## src/rtl/frame_receiver.sv

```systemverilog
// frame_receiver: receiver for 10-bit serial frames (start 0, 8 data bits LSB first, stop 1),
// with the line idling high. Each bit is sampled mid-period against a fixed CLKS_PER_BIT count.
//
// Parameters:
//   CLKS_PER_BIT  clock cycles per serial bit (even, 4..1024)
//
// Ports:
//   clk         system clock, rising edge
//   rst_n       asynchronous active-low reset
//   rx_in       serial line, idle high
//   data_out    last correctly received byte; holds until the next good frame
//   frame_out   raw last completed frame {stop, data[7:0], start}; updated on good and bad frames
//   data_valid  one-cycle pulse when data_out updates
//   frame_err   one-cycle pulse when the sampled stop bit is 0
//   busy        high whenever the receiver is not idle
//
// Configuration macro:
//   FRAME_RX_SYNC_EN  when defined, rx_in passes through a 2-flop synchronizer (reset to 1)
//                     before use, adding two cycles of latency. When undefined, rx_in must
//                     already be synchronous to clk.

module frame_receiver #(
  parameter int unsigned CLKS_PER_BIT = 16
) (
  input  logic       clk,
  input  logic       rst_n,
  input  logic       rx_in,
  output logic [7:0] data_out,
  output logic [9:0] frame_out,
  output logic       data_valid,
  output logic       frame_err,
  output logic       busy
);

  localparam int unsigned CntW = $clog2(CLKS_PER_BIT);

  // Terminal counts: half a bit to reach the middle of the start bit, a full bit afterwards.
  localparam logic [CntW-1:0] HalfMax = CntW'(CLKS_PER_BIT / 2 - 1);
  localparam logic [CntW-1:0] FullMax = CntW'(CLKS_PER_BIT - 1);

  typedef enum logic [2:0] {
    StIdle,
    StStart,
    StData,
    StStop,
    StWaitIdle
  } state_e;

  // --------------------------------------------------------------------------
  // Line conditioning
  // --------------------------------------------------------------------------
  logic rx_s;

`ifdef FRAME_RX_SYNC_EN
  // Reset to the idle level so leaving reset never looks like a start edge.
  logic [1:0] sync_q;

  always_ff @(posedge clk or negedge rst_n) begin
    if (!rst_n) begin
      sync_q <= 2'b11;
    end else begin
      sync_q <= {sync_q[0], rx_in};
    end
  end

  assign rx_s = sync_q[1];
`else
  assign rx_s = rx_in;
`endif

  // --------------------------------------------------------------------------
  // State
  // --------------------------------------------------------------------------
  state_e          state_q, state_d;
  logic [CntW-1:0] cnt_q, cnt_d;
  logic [2:0]      bit_q, bit_d;
  logic [7:0]      shift_q, shift_d;
  logic [7:0]      data_q, data_d;
  logic [9:0]      frame_q, frame_d;
  logic            valid_q, valid_d;
  logic            err_q, err_d;
  logic            busy_q, busy_d;

  always_ff @(posedge clk or negedge rst_n) begin
    if (!rst_n) begin
      state_q <= StIdle;
      cnt_q   <= '0;
      bit_q   <= '0;
      shift_q <= '0;
      data_q  <= '0;
      frame_q <= '0;
      valid_q <= 1'b0;
      err_q   <= 1'b0;
      busy_q  <= 1'b0;
    end else begin
      state_q <= state_d;
      cnt_q   <= cnt_d;
      bit_q   <= bit_d;
      shift_q <= shift_d;
      data_q  <= data_d;
      frame_q <= frame_d;
      valid_q <= valid_d;
      err_q   <= err_d;
      busy_q  <= busy_d;
    end
  end

  // --------------------------------------------------------------------------
  // Next-state logic
  // --------------------------------------------------------------------------
  always_comb begin
    state_d = state_q;
    cnt_d   = cnt_q;
    bit_d   = bit_q;
    shift_d = shift_q;
    data_d  = data_q;
    frame_d = frame_q;
    valid_d = 1'b0;
    err_d   = 1'b0;

    unique case (state_q)
      StIdle: begin
        if (!rx_s) begin
          state_d = StStart;
          cnt_d   = '0;
          bit_d   = '0;
        end
      end

      StStart: begin
        if (cnt_q == HalfMax) begin
          cnt_d = '0;
          // A line that is high again mid start bit was only a glitch.
          state_d = rx_s ? StIdle : StData;
        end else begin
          cnt_d = cnt_q + 1'b1;
        end
      end

      StData: begin
        if (cnt_q == FullMax) begin
          cnt_d   = '0;
          shift_d = {rx_s, shift_q[7:1]};
          bit_d   = bit_q + 3'd1;
          if (bit_q == 3'd7) begin
            state_d = StStop;
          end
        end else begin
          cnt_d = cnt_q + 1'b1;
        end
      end

      StStop: begin
        if (cnt_q == FullMax) begin
          cnt_d   = '0;
          frame_d = {rx_s, shift_q, 1'b0};
          if (rx_s) begin
            data_d  = shift_q;
            valid_d = 1'b1;
            state_d = StIdle;
          end else begin
            err_d   = 1'b1;
            state_d = StWaitIdle;
          end
        end else begin
          cnt_d = cnt_q + 1'b1;
        end
      end

      // A held-low line (break) must not be taken as the next start bit.
      StWaitIdle: begin
        if (rx_s) begin
          state_d = StIdle;
        end
      end

      default: begin
        state_d = StIdle;
        cnt_d   = '0;
        bit_d   = '0;
      end
    endcase

    // Registered from the next state so busy drops in the same cycle as the pulse.
    busy_d = (state_d != StIdle);
  end

  // --------------------------------------------------------------------------
  // Outputs
  // --------------------------------------------------------------------------
  assign data_out   = data_q;
  assign frame_out  = frame_q;
  assign data_valid = valid_q;
  assign frame_err  = err_q;
  assign busy       = busy_q;

  pulses_exclusive_a: assert property (@(posedge clk) disable iff (!rst_n)
    !(data_valid && frame_err));

endmodule
```

## config.mk

```make
export PLATFORM = sky130hd
export DESIGN_NAME = frame_receiver
export DESIGN_NICKNAME = d
export VERILOG_FILES = /design/src/rtl/frame_receiver.sv
export SDC_FILE = /design/constraint.sdc
export NUM_CORES = 1
export LEC_CHECK = 0
export ABC_AREA = 1
export CAP_MARGIN = 10
export CORE_ASPECT_RATIO = 0.6
export CORE_UTILIZATION = 45
export DETAILED_ROUTE_END_ITERATION = 10
export DONT_BUFFER_PORTS = 1
export PLACE_DENSITY_LB_ADDON = 0.12
export SLEW_MARGIN = 5
export SYNTH_ARGS = -nofsm -noshare
export SYNTH_HDL_FRONTEND = slang
export SYNTH_SLANG_ARGS = --single-unit
```

## constraint.sdc

```tcl
create_clock -name clk -period 2.4 [get_ports clk]
set_input_delay 0.48 -clock clk [delete_from_list [all_inputs] [get_ports clk]]
set_output_delay 0.48 -clock clk [all_outputs]
set_load 0.005 [all_outputs]
```

==> flow_summary.rst, run 1 <==
.. list-table::
   :header-rows: 1

   * - Metric
     - Value
   * - Status
     - finished, final reports clean
   * - Count of unresolved DRC violations after routing
     - 0
   * - Post-synthesis sequential element count
     - 38
   * - CTS tree
     - yes
   * - Cell count after synthesis
     - 177
   * - Most used flip-flop cell after synthesis
     - sky130_fd_sc_hd__dfrtp_1
   * - Area fraction in compound gates after synthesis
     - 0.107
   * - Mapped cell area
     - 1640 µm²
   * - Reg-to-reg critical path startpoint
     - cnt_q[0]
   * - Initial core utilization
     - 0.488
   * - Signal arrival time at the worst endpoint
     - 1740 ps
   * - Latest clock arrival within the worst-skew pair
     - 280 ps
   * - Initial antenna violation count
     - 0
   * - Adder-cell share of the synthesized area
     - 0.0229
   * - Clock Skew
     - 8.83 ps
   * - Mean routed wirelength per cell
     - 13.0 µm
   * - Kind of launch point of the worst setup path
     - flip-flop
   * - PnR worst setup slack
     - 874 ps
   * - CP endpoint kind
     - flip-flop
   * - CTS buffer count
     - 5
   * - Root Buffer
     - sky130_fd_sc_hd__clkbuf_8
   * - Count of flip-flops with a built-in enable after synthesis
     - 0
   * - Number of iterations in the first detailed-routing pass
     - 4
   * - Ys async rst share
     - 1.00
   * - Count of nets left with antenna violations after detail routing
     - 0
   * - Maximum number of pins on one net before global-route repair
     - 39
   * - Highest clock frequency the design can meet
     - 655 MHz
   * - Maximum ir drop on the vdd rail
     - 377 µV
   * - Number of inserted diodes
     - 0
   * - Placed inst area
     - 1660 µm²
   * - Overall fraction of global-route tracks in use
     - 0.180
   * - Synth unique cells
     - 21
   * - Worst setup timing slack at the placement stage
     - 872 ps
   * - WP data required
     - 2610 ps
   * - Die outline width
     - 80.0 µm
   * - Multiplexer share of the synthesized area
     - 0
   * - Largest driver fanout on the critical path
     - 18
   * - Total nets after synthesis
     - 183
   * - Number of endpoints failing setup at the final stage
     - 0
   * - Fin. Hold Viols
     - 0
   * - Post-CTS sizing
     - 0
   * - Die outline area
     - 3900 µm²
   * - Finished layout cell area
     - 1770 µm²
   * - Minimum period implied by the final worst setup slack
     - 1530 ps
   * - Average cell area after synthesis
     - 9.27 µm²
   * - Origin of the worst setup path
     - cnt_q[0]
   * - RD Place Congestion
     - 0.955
   * - Maximum buffer depth of the clock tree
     - 2
   * - Most area-consuming cells after synthesis
     - sky130_fd_sc_hd__dfrtp_1, sky130_fd_sc_hd__nand2_1, sky130_fd_sc_hd__o21ai_0, sky130_fd_sc_hd__inv_1, sky130_fd_sc_hd__o21ai_2
   * - Clock-pin slew on the worst setup and hold paths
     - 70 ps
   * - Count of synthesis-stage warnings from yosys
     - 0
   * - Vias in the first global route
     - 1,185
   * - Combinational family with the most area after synthesis
     - simple AND/OR/NAND/NOR gates
   * - Input/output buffers
     - 0
   * - Count of pins on the block boundary
     - 24
   * - Post-layout net count
     - 187
   * - RSZ-0062 raised after global routing
     - no
   * - Cell Rows
     - 16
   * - GRT Residual Overflow
     - 0
   * - Post-route total power
     - 1.53 mW
   * - Layout overhead on the synthesized area
     - 8.08%
   * - Setup CP Type
     - reg2reg
   * - Seq/Total Area, Yosys
     - 0.579
   * - # Post-CTS Setup Buffers
     - 0
   * - Die outline height
     - 48.8 µm
   * - Share of Yosys cell area claimed by the top area cell type
     - 0.579
   * - Worst hold-check path type
     - in2async
   * - Post-synthesis xor/xnor area fraction
     - 0
   * - Pwr per Cell Area
     - 861 nW/µm²
   * - Max capacitance violation total
     - 0
   * - CTS sink cnt
     - 38
   * - Aggregate negative setup slack
     - 0 ps
   * - Most instantiated cells after synthesis
     - sky130_fd_sc_hd__nand2_1, sky130_fd_sc_hd__dfrtp_1, sky130_fd_sc_hd__inv_1, sky130_fd_sc_hd__o21ai_0, sky130_fd_sc_hd__nor2_1
   * - Routed via count
     - 1,130
   * - DP HPWL
     - 2150 µm
   * - Fraction of final layout cells with drive strength greater than 1
     - 0.132
   * - CTS H-Tree Depth
     - 2
   * - Simple-gate share of the synthesized area
     - 0.219
   * - Period utilisation layout
     - 0.636
   * - Max-slew violations
     - 0
   * - Static leakage
     - 0.914 nW
   * - Routed vias/inst
     - 4.98
   * - # hold bufs at CTS
     - 1
   * - Global-route wire length before repair
     - 5290 µm
   * - Cell type contributing the most total cell area after synthesis
     - sky130_fd_sc_hd__dfrtp_1
   * - Final Routed Wirelength
     - 2950 µm
   * - Dominant cell by count in the synthesized netlist
     - sky130_fd_sc_hd__nand2_1
   * - Total core area
     - 3360 µm²
   * - First-iteration detailed-routing DRC count
     - 119
==> layout by cell type, fill, tap and decap left out, drive strengths merged <==
master  count
nand2      56
dfrtp      38
o21ai      27
inv        20
nor2       14
nand3       8
clkbuf      7
ha          3
clkinv      2
a21oi       2
nor3        2
or2         1
conb        1
buf         1
==> state kept, by name, indices dropped and copies added, names as in the netlist <==
register,flops
data_valid,1
cnt_q,4
state_q,3
busy,1
bit_q,3
frame_err,1
frame_out,9
shift_q,8
data_out,8
==> worst paths after layout <==
kind / endpoint / depth (start not counted) / slack [ps]
max reg2reg: data_out[2] / 8 / 870
max in group asynchronous: frame_out[5] / 1 / 2190
min in group clk: state_q[1] / 3 / 380
min: frame_out[8] / 1 / 20
max: data_out[2] / 8 / 870
min reg2reg: shift_q[1] / 2 / 490
==> worst max-delay path: stages, from the launching register on <==
cell and delay, ps:
sky130_fd_sc_hd__dfrtp_1 400, sky130_fd_sc_hd__ha_1 260, sky130_fd_sc_hd__nand2_2 120, sky130_fd_sc_hd__nor2_4 60
sky130_fd_sc_hd__nand2_4 170, sky130_fd_sc_hd__clkinv_2 100, sky130_fd_sc_hd__nand2_4 200, sky130_fd_sc_hd__nand2_1 100
sky130_fd_sc_hd__o21ai_2 60
==> routing by layer <==
| layer | vias up | track usage | share of wire |
|---|---|---|---|
| li1 | 563 | - | - |
| met1 | 527 | 0.251 | 0.50 |
| met2 | 35 | 0.266 | 0.44 |
| met3 | 5 | 0.0636 | 0.056 |
| met4 | 0 | 0.0536 | 0.0081 |
| met5 | - | 0 | 0 |
==> area by class of cell <==
| type | count | area, µm² |
|---|---|---|
| inverter | 21 | 80.1 |
| fill | 311 | 1590 |
| timing repair buffer | 1 | 20.0 |
| multi-input combinational | 114 | 576 |
| clock inverter | 1 | 5.00 |
| tap | 45 | 56.3 |
| sequential | 38 | 951 |
| clock buffer | 7 | 86.3 |
==> cell families (layout without fill, tap and decap cells) <==
family	count (synthesis)	after routing
other	1	1
adder cells (fa/ha/maj)	3	3
buffers and inverters	25	30
flip-flops	38	38
AO/OA/AOI/OAI	29	29
AND/OR/NAND/NOR	81	81
==> power by group <==
part           internal (mW)  switching (mW)
sequential             0.703          0.0613
combinational          0.103           0.219
clock                  0.232           0.208
total                   1.04           0.489
==> metrics by stage <==
stage | hold WS [ps] | util | instances
6_report | 24.6 | 0.528 | 227
3_3_place_gp | 185 | 0.494 | 218
4_1_cts | 30.6 | 0.528 | 227
2_1_floorplan | 184 | - | 177
3_5_place_dp | 185 | 0.494 | 218
5_1_grt | 36.5 | 0.528 | 227
No activity file was read; power rests on OpenSTA's default activity.
==> inputs of run 2 (changes only) <==
clock period = 1.5 ns   (was 2.4 ns; I/O delays follow)
==> flow_summary.rst, run 2 (synthesized netlist as in run 1, its figures left out) <==
.. list-table::
   :header-rows: 1

   * - Metric
     - Value
   * - Clock Skew
     - 4.89 ps (-3.95 ps)
   * - Seq. cell area
     - 951 µm² (unchanged)
   * - Max FFs per register
     - 9 (unchanged)
   * - Global-route wire length before repair
     - 5290 µm (unchanged)
   * - Post-route total power
     - 2.45 mW (+61%)
   * - Layout overhead on the synthesized area
     - 11.7%
   * - Largest driver fanout on the critical path
     - 6 (-12)
   * - Worst hold path depth
     - 3
   * - Count of unresolved DRC violations after routing
     - 0 (unchanged)
   * - Hold Path Origin
     - rx_in
   * - Placed inst area
     - 1690 µm² (+1.4%)
   * - Highest clock frequency the design can meet
     - 726 MHz (+11%)
   * - Root Buffer
     - sky130_fd_sc_hd__clkbuf_8
   * - R2r worst-path depth
     - 7 (-1)
   * - Max capacitance violation total
     - 0 (unchanged)
   * - Commonest cells after routing, fill and taps aside
     - sky130_fd_sc_hd__nand2_1, sky130_fd_sc_hd__dfrtp_1, sky130_fd_sc_hd__inv_1
   * - Vias in the first global route
     - 1,141 (-3.7%)
   * - Input/output buffers
     - 0 (unchanged)
   * - Finished layout cell area
     - 1830 µm² (+3.4%)
   * - Hold_ws
     - 202 ps (+178 ps)
   * - Area of combinational cells with multiple inputs
     - 597 µm² (+3.7%)
   * - Period utilisation layout
     - 0.918 (+0.282)
   * - WP data required
     - 1660 ps (-950 ps)
   * - Setup CP Type
     - reg2reg
   * - CTS sink cnt
     - 38 (unchanged)
   * - Crit-path most repeated cell
     - sky130_fd_sc_hd__nand2_2
   * - Status
     - finished, final reports clean
   * - Pwr per Cell Area
     - 1340 nW/µm² (+55%)
   * - RD Place Congestion
     - 0.930 (-2.6%)
   * - Latest clock arrival within the worst-skew pair
     - 280 ps (about the same)
   * - Routed vias/inst
     - 4.94 (-0.78%)
   * - Cells traversed along the worst timing path
     - ha_4 -> nand2_2 -> nor2_4 -> nand2_2 -> buf_4 -> nand2_1 -> o21ai_0
   * - First-iteration detailed-routing DRC count
     - 70 (-41%)
   * - CTS tree
     - yes
   * - Total core area
     - 3360 µm² (unchanged)
   * - Aggregate negative setup slack
     - 0 ps (unchanged)
   * - CTS buffer count
     - 5 (unchanged)
   * - Die outline width
     - 80.0 µm (unchanged)
   * - Static leakage
     - 0.927 nW (+1.5%)
   * - DP HPWL
     - 2220 µm (+3.5%)
   * - Clock-pin slew on the worst setup and hold paths
     - 60 ps (about the same)
   * - Number of endpoints failing setup at the final stage
     - 0 (unchanged)
   * - CP peak stage delay
     - 400 ps (about the same)
   * - # fillers
     - 299 (-3.9%)
   * - Kind of launch point of the worst setup path
     - flip-flop
   * - Number of iterations in the first detailed-routing pass
     - 4 (unchanged)
   * - Capture instance of the worst register-to-register path
     - shift_q[2]
   * - Die outline area
     - 3900 µm² (unchanged)
   * - CP endpoint kind
     - flip-flop
   * - Mean routed wirelength per cell
     - 13.0 µm (+0.37%)
   * - Fin. Hold Viols
     - 0 (unchanged)
   * - PnR worst setup slack
     - 123 ps (-751 ps)
   * - Minimum period implied by the final worst setup slack
     - 1380 ps (-149 ps)
   * - Maximum buffer depth of the clock tree
     - 2 (unchanged)
   * - Most common cell after layout, fill and taps aside
     - sky130_fd_sc_hd__nand2_1
   * - Reg-to-reg critical path startpoint
     - cnt_q[1]
   * - Maximum ir drop on the vdd rail
     - 627 µV (+66%)
   * - Worst setup timing slack at the placement stage
     - 95.0 ps (-777 ps)
   * - Initial core utilization
     - 0.488 (unchanged)
   * - Cell type of the slowest stage on the worst timing path
     - sky130_fd_sc_hd__dfrtp_1
   * - RSZ-0062 raised after global routing
     - no
   * - Routed via count
     - 1,141 (+0.97%)
   * - Number of inserted diodes
     - 0 (unchanged)
   * - Overall fraction of global-route tracks in use
     - 0.182 (+0.00204)
   * - Cell Rows
     - 16 (unchanged)
   * - Signal arrival time at the worst endpoint
     - 1530 ps (-210 ps)
   * - Count of nets left with antenna violations after detail routing
     - 0 (unchanged)
   * - Final Routed Wirelength
     - 3010 µm (+2.1%)
   * - Register-to-register path setup slack
     - 120 ps (-750 ps)
   * - Count of pins on the block boundary
     - 24 (unchanged)
   * - CTS H-Tree Depth
     - 2 (unchanged)
   * - Die outline height
     - 48.8 µm (unchanged)
   * - Maximum number of pins on one net before global-route repair
     - 39 (unchanged)
   * - Fraction of final layout cells with drive strength greater than 1
     - 0.156 (+0.0240)
   * - Initial antenna violation count
     - 0 (unchanged)
   * - Max-slew violations
     - 0 (unchanged)
   * - Capture endpoint of the worst hold path
     - state_q[1]
   * - GRT Residual Overflow
     - 0 (unchanged)
   * - Post-layout net count
     - 193 (+3.2%)
   * - Worst hold-check path type
     - in2reg
## run 2: what timing repair did
action	in CTS	in global routing
setup buffers	0	2
hold endpoints to repair	38	0
resized for setup	0	5
hold buffers	2	0
setup endpoints to repair	0	17
## run 2: worst max-delay path by stage
stage               startpoint           end  slack [ps]  cells after the start
finish                cnt_q[1]    shift_q[2]         120                      7
global route          cnt_q[1]  frame_out[6]          20                      7
CTS                   cnt_q[1]    shift_q[2]          80                      7
detailed placement    cnt_q[1]    shift_q[2]         100                      7
global placement      cnt_q[1]   data_out[1]         140                      8
floorplan             cnt_q[0]  frame_out[9]         160                      8
## run 2: final cells by class
| cell class | count | share of cell area |
|---|---|---|
| flip-flops and latches | 38 | 0.518 |
| well taps | 45 | 0.0307 |
| inverters | 21 | 0.0437 |
| repair buffers | 7 | 0.0368 |
| multi-input cells | 114 | 0.325 |
| clock buffers | 6 | 0.0450 |
## run 2: metal layers
metal	GRT usage	wire [µm]	up-vias
li1	-	-	569
met1	0.262	1470	545
met2	0.258	1340	25
met3	0.0729	191	2
met4	0.0446	10	0
met5	0	0	-
## run 2: where the power goes
part | switching [mW] | total, mW | internal (mW)
clock network | 0.303 | 0.656 | 0.354
registers | 0.108 | 1.23 | 1.13
logic | 0.362 | 0.563 | 0.201
## run 2: worst max-delay path: cells and delay by family (launching register included)
kind	cells	cell delay [ps]
and+or+nand+nor	4	420
AOI/OAI and AO/OA	1	80
DFF	1	400
adders and majority gates	1	170
buffers and inverters	1	180
## run 2: per-stage QoR
step,std cells,util
2_1_floorplan,177,-
3_3_place_gp,221,0.501
3_5_place_dp,221,0.501
4_1_cts,229,0.535
5_1_grt,231,0.545
6_report,231,0.545
